===== config.mk =====
export PLATFORM = sky130hd
export DESIGN_NAME = uart_tx_sequencer
export DESIGN_NICKNAME = d
export VERILOG_FILES = /design/src/rtl/uart_tx_sequencer.sv
export SDC_FILE = /design/constraint.sdc
export NUM_CORES = 1
export LEC_CHECK = 0
export CAP_MARGIN = 5
export CORE_MARGIN = 4
export CORE_UTILIZATION = 35
export CTS_CLUSTER_DIAMETER = 80
export CTS_CLUSTER_SIZE = 20
export DETAILED_ROUTE_END_ITERATION = 16
export PLACE_DENSITY = 0.6
export SLEW_MARGIN = 20
export SYNTH_ARGS = -nofsm -noshare
export SYNTH_HDL_FRONTEND = slang
export SYNTH_SLANG_ARGS = --single-unit
export TNS_END_PERCENT = 10

===== constraint.sdc =====
create_clock -name clk -period 6.2 [get_ports clk]
set_clock_uncertainty 0.2 [all_clocks]
set_input_delay 0.93 -clock clk [delete_from_list [all_inputs] [get_ports clk]]
set_output_delay 0.93 -clock clk [all_outputs]
set_load 0.03 [all_outputs]

===== src/rtl/uart_tx_sequencer.sv =====
// Byte FIFO feeding a tx_uart via a start_tx/tx_done handshake, with idle gap and tx_done watchdog.
// Optional UART_TX_SEQ_STATS_EN adds the o_sent_cnt frame counter.
module uart_tx_sequencer #(
  parameter int G_DATA_WIDTH      = 8,
  parameter int G_FIFO_ADDR_WIDTH = 4,
  parameter int G_GAP_CYCLES      = 16,
  parameter int G_TIMEOUT_CYCLES  = 0
) (
  input  logic                         clk,
  input  logic                         rst_n,
  input  logic                         i_wr_en,
  input  logic [G_DATA_WIDTH-1:0]      i_wr_data,
  input  logic                         i_enable,
  input  logic                         i_clr_err,
  input  logic                         i_tx_done,
  output logic                         o_start_tx,
  output logic [G_DATA_WIDTH-1:0]      o_tx_data,
  output logic                         o_full,
  output logic                         o_empty,
  output logic [G_FIFO_ADDR_WIDTH:0]   o_level,
  output logic                         o_busy,
  output logic                         o_ovf_err,
  output logic                         o_timeout_err
`ifdef UART_TX_SEQ_STATS_EN
  ,
  output logic [15:0]                  o_sent_cnt
`endif
);

  // state      | meaning
  // ST_IDLE    | waiting for enable and a queued byte
  // ST_START   | one-cycle start_tx pulse to tx_uart
  // ST_WAIT_DONE | waiting for tx_done rising edge (watchdog running)
  // ST_GAP     | idle gap before the next frame may start

  localparam int LP_AW    = G_FIFO_ADDR_WIDTH;
  localparam int LP_DEPTH = 1 << LP_AW;
  localparam logic [LP_AW:0] LP_FULL_LVL = (LP_AW+1)'(LP_DEPTH);
  localparam logic [31:0] LP_GAP_LAST = (G_GAP_CYCLES > 0) ? 32'(G_GAP_CYCLES - 1) : 32'd0;
  localparam logic [31:0] LP_TO_LAST  = (G_TIMEOUT_CYCLES > 0) ? 32'(G_TIMEOUT_CYCLES - 1) : 32'd0;

  typedef enum logic [1:0] {ST_IDLE, ST_START, ST_WAIT_DONE, ST_GAP} t_state;

  t_state                  r_state;
  t_state                  w_next;
  logic [G_DATA_WIDTH-1:0] r_mem [LP_DEPTH];
  logic [LP_AW:0]          r_wr_ptr;
  logic [LP_AW:0]          r_rd_ptr;
  logic [LP_AW:0]          w_level;
  logic                    w_full;
  logic                    w_empty;
  logic                    w_wr_ok;
  logic                    w_pop;
  logic                    w_busy;
  logic                    w_done_re;
  logic                    w_to_expire;
  logic                    r_tx_done_q;
  logic [31:0]             r_cnt;
  logic                    r_start_tx;
  logic [G_DATA_WIDTH-1:0] r_tx_data;
  logic                    r_ovf_err;
  logic                    r_timeout_err;

  assign w_level     = r_wr_ptr - r_rd_ptr;
  assign w_full      = (w_level == LP_FULL_LVL);
  assign w_empty     = (w_level == '0);
  assign w_wr_ok     = i_wr_en & ~w_full;
  assign w_done_re   = i_tx_done & ~r_tx_done_q;
  // done_re has priority over an expiry in the same cycle
  assign w_to_expire = (G_TIMEOUT_CYCLES > 0) && (r_state == ST_WAIT_DONE) &&
                       !w_done_re && (r_cnt == LP_TO_LAST);

  always_ff @(posedge clk) begin
    if (w_wr_ok) r_mem[r_wr_ptr[LP_AW-1:0]] <= i_wr_data;
  end

  always_ff @(posedge clk or negedge rst_n) begin
    if (!rst_n) begin
      r_wr_ptr    <= '0;
      r_rd_ptr    <= '0;
      r_tx_done_q <= 1'b0;
      r_tx_data   <= '0;
    end else begin
      r_tx_done_q <= i_tx_done;
      if (w_wr_ok) r_wr_ptr <= r_wr_ptr + 1'b1;
      if (w_pop) begin
        r_rd_ptr  <= r_rd_ptr + 1'b1;
        r_tx_data <= r_mem[r_rd_ptr[LP_AW-1:0]];
      end
    end
  end

  // state register
  always_ff @(posedge clk or negedge rst_n) begin
    if (!rst_n) r_state <= ST_IDLE;
    else        r_state <= w_next;
  end

  // next-state logic
  always_comb begin
    w_next = r_state;
    case (r_state)
      ST_IDLE:      if (i_enable && !w_empty) w_next = ST_START;
      ST_START:     w_next = ST_WAIT_DONE;
      ST_WAIT_DONE: begin
        if (w_done_re)        w_next = (G_GAP_CYCLES > 0) ? ST_GAP : ST_IDLE;
        else if (w_to_expire) w_next = ST_IDLE;
      end
      ST_GAP:       if (r_cnt == LP_GAP_LAST) w_next = ST_IDLE;
      default:      w_next = ST_IDLE;
    endcase
  end

  // output logic
  always_comb begin
    w_pop  = 1'b0;
    w_busy = 1'b1;
    if (r_state == ST_IDLE) begin
      w_busy = 1'b0;
      w_pop  = i_enable & ~w_empty;
    end
  end

  always_ff @(posedge clk or negedge rst_n) begin
    if (!rst_n) begin
      r_cnt         <= '0;
      r_start_tx    <= 1'b0;
      r_ovf_err     <= 1'b0;
      r_timeout_err <= 1'b0;
    end else begin
      r_start_tx <= (w_next == ST_START);
      if (r_state != w_next)
        r_cnt <= '0;
      else if ((r_state == ST_GAP) || ((r_state == ST_WAIT_DONE) && (G_TIMEOUT_CYCLES > 0)))
        r_cnt <= r_cnt + 1'b1;
      if (i_wr_en && w_full) r_ovf_err <= 1'b1;
      else if (i_clr_err)    r_ovf_err <= 1'b0;
      if (w_to_expire)       r_timeout_err <= 1'b1;
      else if (i_clr_err)    r_timeout_err <= 1'b0;
    end
  end

`ifdef UART_TX_SEQ_STATS_EN
  logic [15:0] r_sent_cnt;
  always_ff @(posedge clk or negedge rst_n) begin
    if (!rst_n)                                      r_sent_cnt <= '0;
    else if ((r_state == ST_WAIT_DONE) && w_done_re) r_sent_cnt <= r_sent_cnt + 1'b1;
    else if (i_clr_err)                              r_sent_cnt <= '0;
  end
  assign o_sent_cnt = r_sent_cnt;
`endif

  assign o_start_tx    = r_start_tx;
  assign o_tx_data     = r_tx_data;
  assign o_full        = w_full;
  assign o_empty       = w_empty;
  assign o_level       = w_level;
  assign o_busy        = w_busy;
  assign o_ovf_err     = r_ovf_err;
  assign o_timeout_err = r_timeout_err;

endmodule


# After elaboration in Yosys (flattened, before gate mapping)
# Memory sizes are Yosys's and may differ from the RTL's. A register that Yosys moved wholly into a read port is not among the register bits.
# Cells that the tools add are included.
# op_classes
n_addsub,4
eq_ne,7
n_mux,12
bitwise_logic,6
reduce_logical,8
# ops
op,count
two-way mux 32 bit,2
adder 32 x 1 -> 32 bit (second input constant),1
equality test 32 x 4 -> 1 bit (second input constant),1
adder 5 x 1 -> 5 bit (second input constant),2
one-hot mux 2 bit (4 select lines),1
two-way mux 1 bit,6
two-way mux 2 bit,3
equality test 5 bit (second input constant),1
zero test 5 bit,1
subtractor 5 bit,1
equality test 2 x 1 -> 1 bit (second input constant),2
equality test 2 bit (second input constant),2
nonzero test 2 bit,2
bitwise AND 1 bit,3
NOT 1 bit,3
logical AND 1 bit,2
zero test 1 bit,2
zero test 2 bit,1
!= test 2 bit,1
# word_totals
output_inout_bits,19
regBits,47
ramBits,128
n_memories,1
# memory_table
name,words,width,rd,rd_ports_with_merged_regs,wr,line_no,text
r_mem,16,8,1,1,1,46,logic [G_DATA_WIDTH-1:0] r_mem [LP_DEPTH];

# Longest topological paths before layout
# depth
depth_word,8
mapped_depth,12

# Worst setup path after synthesis
# No wires, ideal clock.
# synth_timing
kind,reg2reg
startpoint,register r_rd_ptr[1]
endpoint,memory r_mem[3][0] (enable)
slack_ns,2.120
t_arrival_ns,3.497
period_less_slack_ns,4.080
setup_ns,0.383
path_stages_with_launch,12
n_path_buf,3
path_cell_list,dfrtp_1 -> clkbuf_1 -> buf_1 -> inv_1 -> fa_1 -> xor2_1 -> and4b_1 -> nor2_1 -> o21a_1 -> clkbuf_1 -> nand2_1 -> nor3_1
# synth_between
elab_chain_len,6
# synth_lines
item,line_no,text
start: declaration,48,logic [LP_AW:0] r_rd_ptr;
start signal: assignment,87,r_rd_ptr <= r_rd_ptr + 1'b1;
subtractor 5 bit,64,assign w_level = r_wr_ptr - r_rd_ptr;
net o_level[2],20,"output logic [G_FIFO_ADDR_WIDTH:0] o_level,"
equality test 5 bit,65,assign w_full = (w_level == LP_FULL_LVL);
NOT 1 bit,67,assign w_wr_ok = i_wr_en & ~w_full;
bitwise AND 1 bit,67,
two-way mux 1 bit,74,if (w_wr_ok) r_mem[r_wr_ptr[LP_AW-1:0]] <= i_wr_data;
two-way mux 1 bit (not written as such),74,
end: declaration,46,
# The timed path passes the listed nets, and every way through them passes these cells.

# Worst setup path after layout
# layout_timing
startpoint,register r_rd_ptr[1]
endpoint,output o_full
# layout_between
elab_chain_len,2
# layout_lines
item,line_no,text
subtractor 5 bit,64,
equality test 5 bit,65,
end: declaration,18,"output logic o_full,"
# No other way between the ends.

==> flow_metrics.tcl <==
set metrics [dict create \
    status "finished, final reports clean" \
    die_area_um2 25200 \
    finalNetCount 566 \
    drt_first_pass_iters 4 \
    slew_headroom 0.356 \
    routedWlPerCell_um 19.4 \
    setup_violations 0 \
    synth_area_um2 7950 \
    cp_num_buf_inv 3 \
    vias 4527 \
    synth_top_area_frac 0.484 \
    grt-ovfl-total 0 \
    core_um2 22100 \
    crit_path_cell_trace "buf_4 > inv_1 > fa_1 > xor2_1 > a211oi_1 > nor2_1 > nor2_1 > clkdlybuf4s50_1" \
    fin_crit_sh 0.727 \
    p_per_area_nw_per_um2 404 \
    clkLatencyLatePin_ps 440 \
    cpMostUsedCell "nor2_1" \
    grt_pass1_vias 4618 \
    drv_cap 0 \
    synth-async-reset-ratio 0.301 \
    crit_slowest_cell "clkdlybuf4s50_1" \
    synth.top_cells.by_area "edfxtp_1 48%, dfrtp_1 17%, mux4_2 11%" \
    drc 0 \
    p_leak_nw 3.17 \
    numCtsBuffers 17 \
    die_w_um 159 \
    path_class "reg2out" \
    top_level_ports 33 \
    rows 54 \
    hold_buffers 0 \
    cpLargestDelayFamily "buffers and inverters" \
    floorplan.initialDensity 0.360 \
    end_kind "output port" \
    drive_gt1_frac 0.179 \
    synth.distinct_cells 55 \
    fp.dieH_um 159 \
    hp-class "reg2reg" \
    syn_area_per_cell_um2 15.6 \
    track_usage 0.132 \
    grt_pass1_wl_um 26300 \
    slew_violations 0 \
    reg2reg_slack_ps 2370 \
    ant_nets 0 \
    synth_top_flop_cell "edfxtp_1" \
    routed_wl_um 16100 \
    cts_root_buf "clkbuf_16" \
    synth_cells 510 \
    first_iter_violations 327 \
    diodes 0 \
    ys_top_cells_by_count "128 x edfxtp_1, 55 x dfrtp_1, 40 x mux4_2, 28 x a21oi_1, 26 x nand2_1" \
    synth_seq_cells 183 \
    cts.sinks 183 \
    finalHoldWorstSlack_ps 285 \
    worst_slew_pin_slew_ps 966 \
    post_cts_resized 0 \
    postCtsSetupBuffers 0 \
    arrival_ps 3380 \
    irDropWorstVdd_mv 0.157 \
    fin_crit_ps 4510 \
    ys_seq_area_frac 0.657 \
    htree_levels 4 \
    clk_pin_slew_ps 70 \
    place_congestion 0.741 \
    start_kind "register" \
    hpwl_um 10600 \
    max_freq_mhz 222 \
    n_fill_cell 1969 \
    antenna_found_initial 0 \
    cts_buffer_depth 2 \
    required_ps 5070 \
    worstPathMaxFanout 35 \
    syn_nets 535 \
    yosysMostFrequentCell "edfxtp_1" \
    hold_viol_final 0 \
    synth_edf_count 128 \
    rsz0062_at_grt "false" \
    max_stage_delay_ps 690 \
    cts_tree "built" \
    io_buffers 31 \
    tns_ps 0 \
    yosysWarnings 0 \
    grt_max_degree 56 \
    syn_to_final_growth_pct 15.0 \
    via_per_inst 5.43 \
    yosys.area.top_type "edfxtp_1" \
]
==> worst register-to-register path, stage by stage (launching register included) <==
cell and delay [ps]:
dfrtp_1 320, buf_4 430, inv_1 190, fa_1 470
xor2_1 300, and4b_1 270, nor2_1 150, o21a_1 460
nand2_1 180, nor3_2 500
==> cell type report <==
class	instances	area, µm²	area share
sequential	183	5220	0.571
multi-input combinational	288	2570	0.282
clock buffer	18	429	0.0470
tap	280	350	0.0383
timing repair buffer	34	328	0.0359
clock inverter	14	173	0.0189
inverter	17	63.8	0.00698
==> cells in the final DEF, fill, tap and decap left out, types with 2 or more instances in the layout <==
cell type        instances
and3_1                  21
edfxtp_1               128
inv_1                   16
or3_1                   10
nor4_1                   9
and2_2                   2
nand2_1                 26
and4_1                   4
clkdlybuf4s50_1         30
buf_4                    3
nand3_1                 12
nand4_1                 10
o31ai_1                 16
clkbuf_16               17
o21bai_1                 2
xnor2_1                  6
ha_1                    10
inv_6                    3
mux2_2                   8
and3_2                   2
inv_8                    5
nand3b_1                 2
nor2_1                  11
nor3_1                   2
nor2b_1                  2
dfrtp_1                 54
a21oi_1                 28
xor2_1                   5
clkinv_8                 5
mux4_2                  40
o21ai_0                 22
or4_1                   13
and2_1                   3
==> logic make-up (layout without fill, tap and decap cells) <==
kind of cell,after synthesis,in the layout,share of synthesized area
AOI/OAI and AO/OA,79,79,0.0626
xor gates and xnor gates,11,11,0.0121
adders and majority gates,11,11,0.0183
buffers and inverters,39,83,0.0224
DFF,183,183,0.657
muxes,48,48,0.125
other,1,1,0.000472
and+or+nand+nor,138,138,0.103
==> per-stage QoR <==
| stage | worst slack, ps | cell area (µm²) | instances | power (mW) | utilization |
|---|---|---|---|---|---|
| floorplan | 2120 | 7950 | 510 | 2.30 | - |
| global placement | 2190 | 8520 | 802 | 2.60 | 0.386 |
| detailed placement | 2030 | 8520 | 802 | 2.64 | 0.386 |
| CTS | 1640 | 9120 | 834 | 3.72 | 0.413 |
| global route | 1460 | 9140 | 834 | 3.88 | 0.414 |
| finish | 1690 | 9140 | 834 | 3.69 | 0.414 |
==> registers in the layout (all words and copies together), names as in the netlist <==
name         count
o_ovf_err        1
o_start_tx       1
r_mem          128
o_tx_data        8
r_cnt           32
r_state          2
r_wr_ptr         5
r_tx_done_q      1
r_rd_ptr         5
==> report_power, final <==
| group | switching (mW) | internal [mW] |
|---|---|---|
| registers | 0.0796 | 1.46 |
| clock network | 0.535 | 0.548 |
| logic | 0.618 | 0.451 |
| total | 1.23 | 2.46 |
==> routing by layer <==
| layer | track usage | part of all wire | vias up |
|---|---|---|---|
| li1 | - | - | 2085 |
| met1 | 0.173 | 0.44 | 2359 |
| met2 | 0.224 | 0.51 | 64 |
| met3 | 0.0272 | 0.027 | 19 |
| met4 | 0.0391 | 0.015 | 0 |
| met5 | 0 | 0 | - |
==> final timing paths <==
kind                       cells after the start        start          end
max reg2reg                                    9  r_rd_ptr[1]  r_mem[3][2]
max                                            8  r_rd_ptr[1]       o_full
min in group asynchronous                      2        rst_n    r_cnt[11]
min                                            1  r_wr_ptr[4]  r_wr_ptr[4]
min reg2reg                                    1  r_wr_ptr[4]  r_wr_ptr[4]
max in group asynchronous                      2        rst_n  r_rd_ptr[0]
Power figures use the tool's default switching activity.
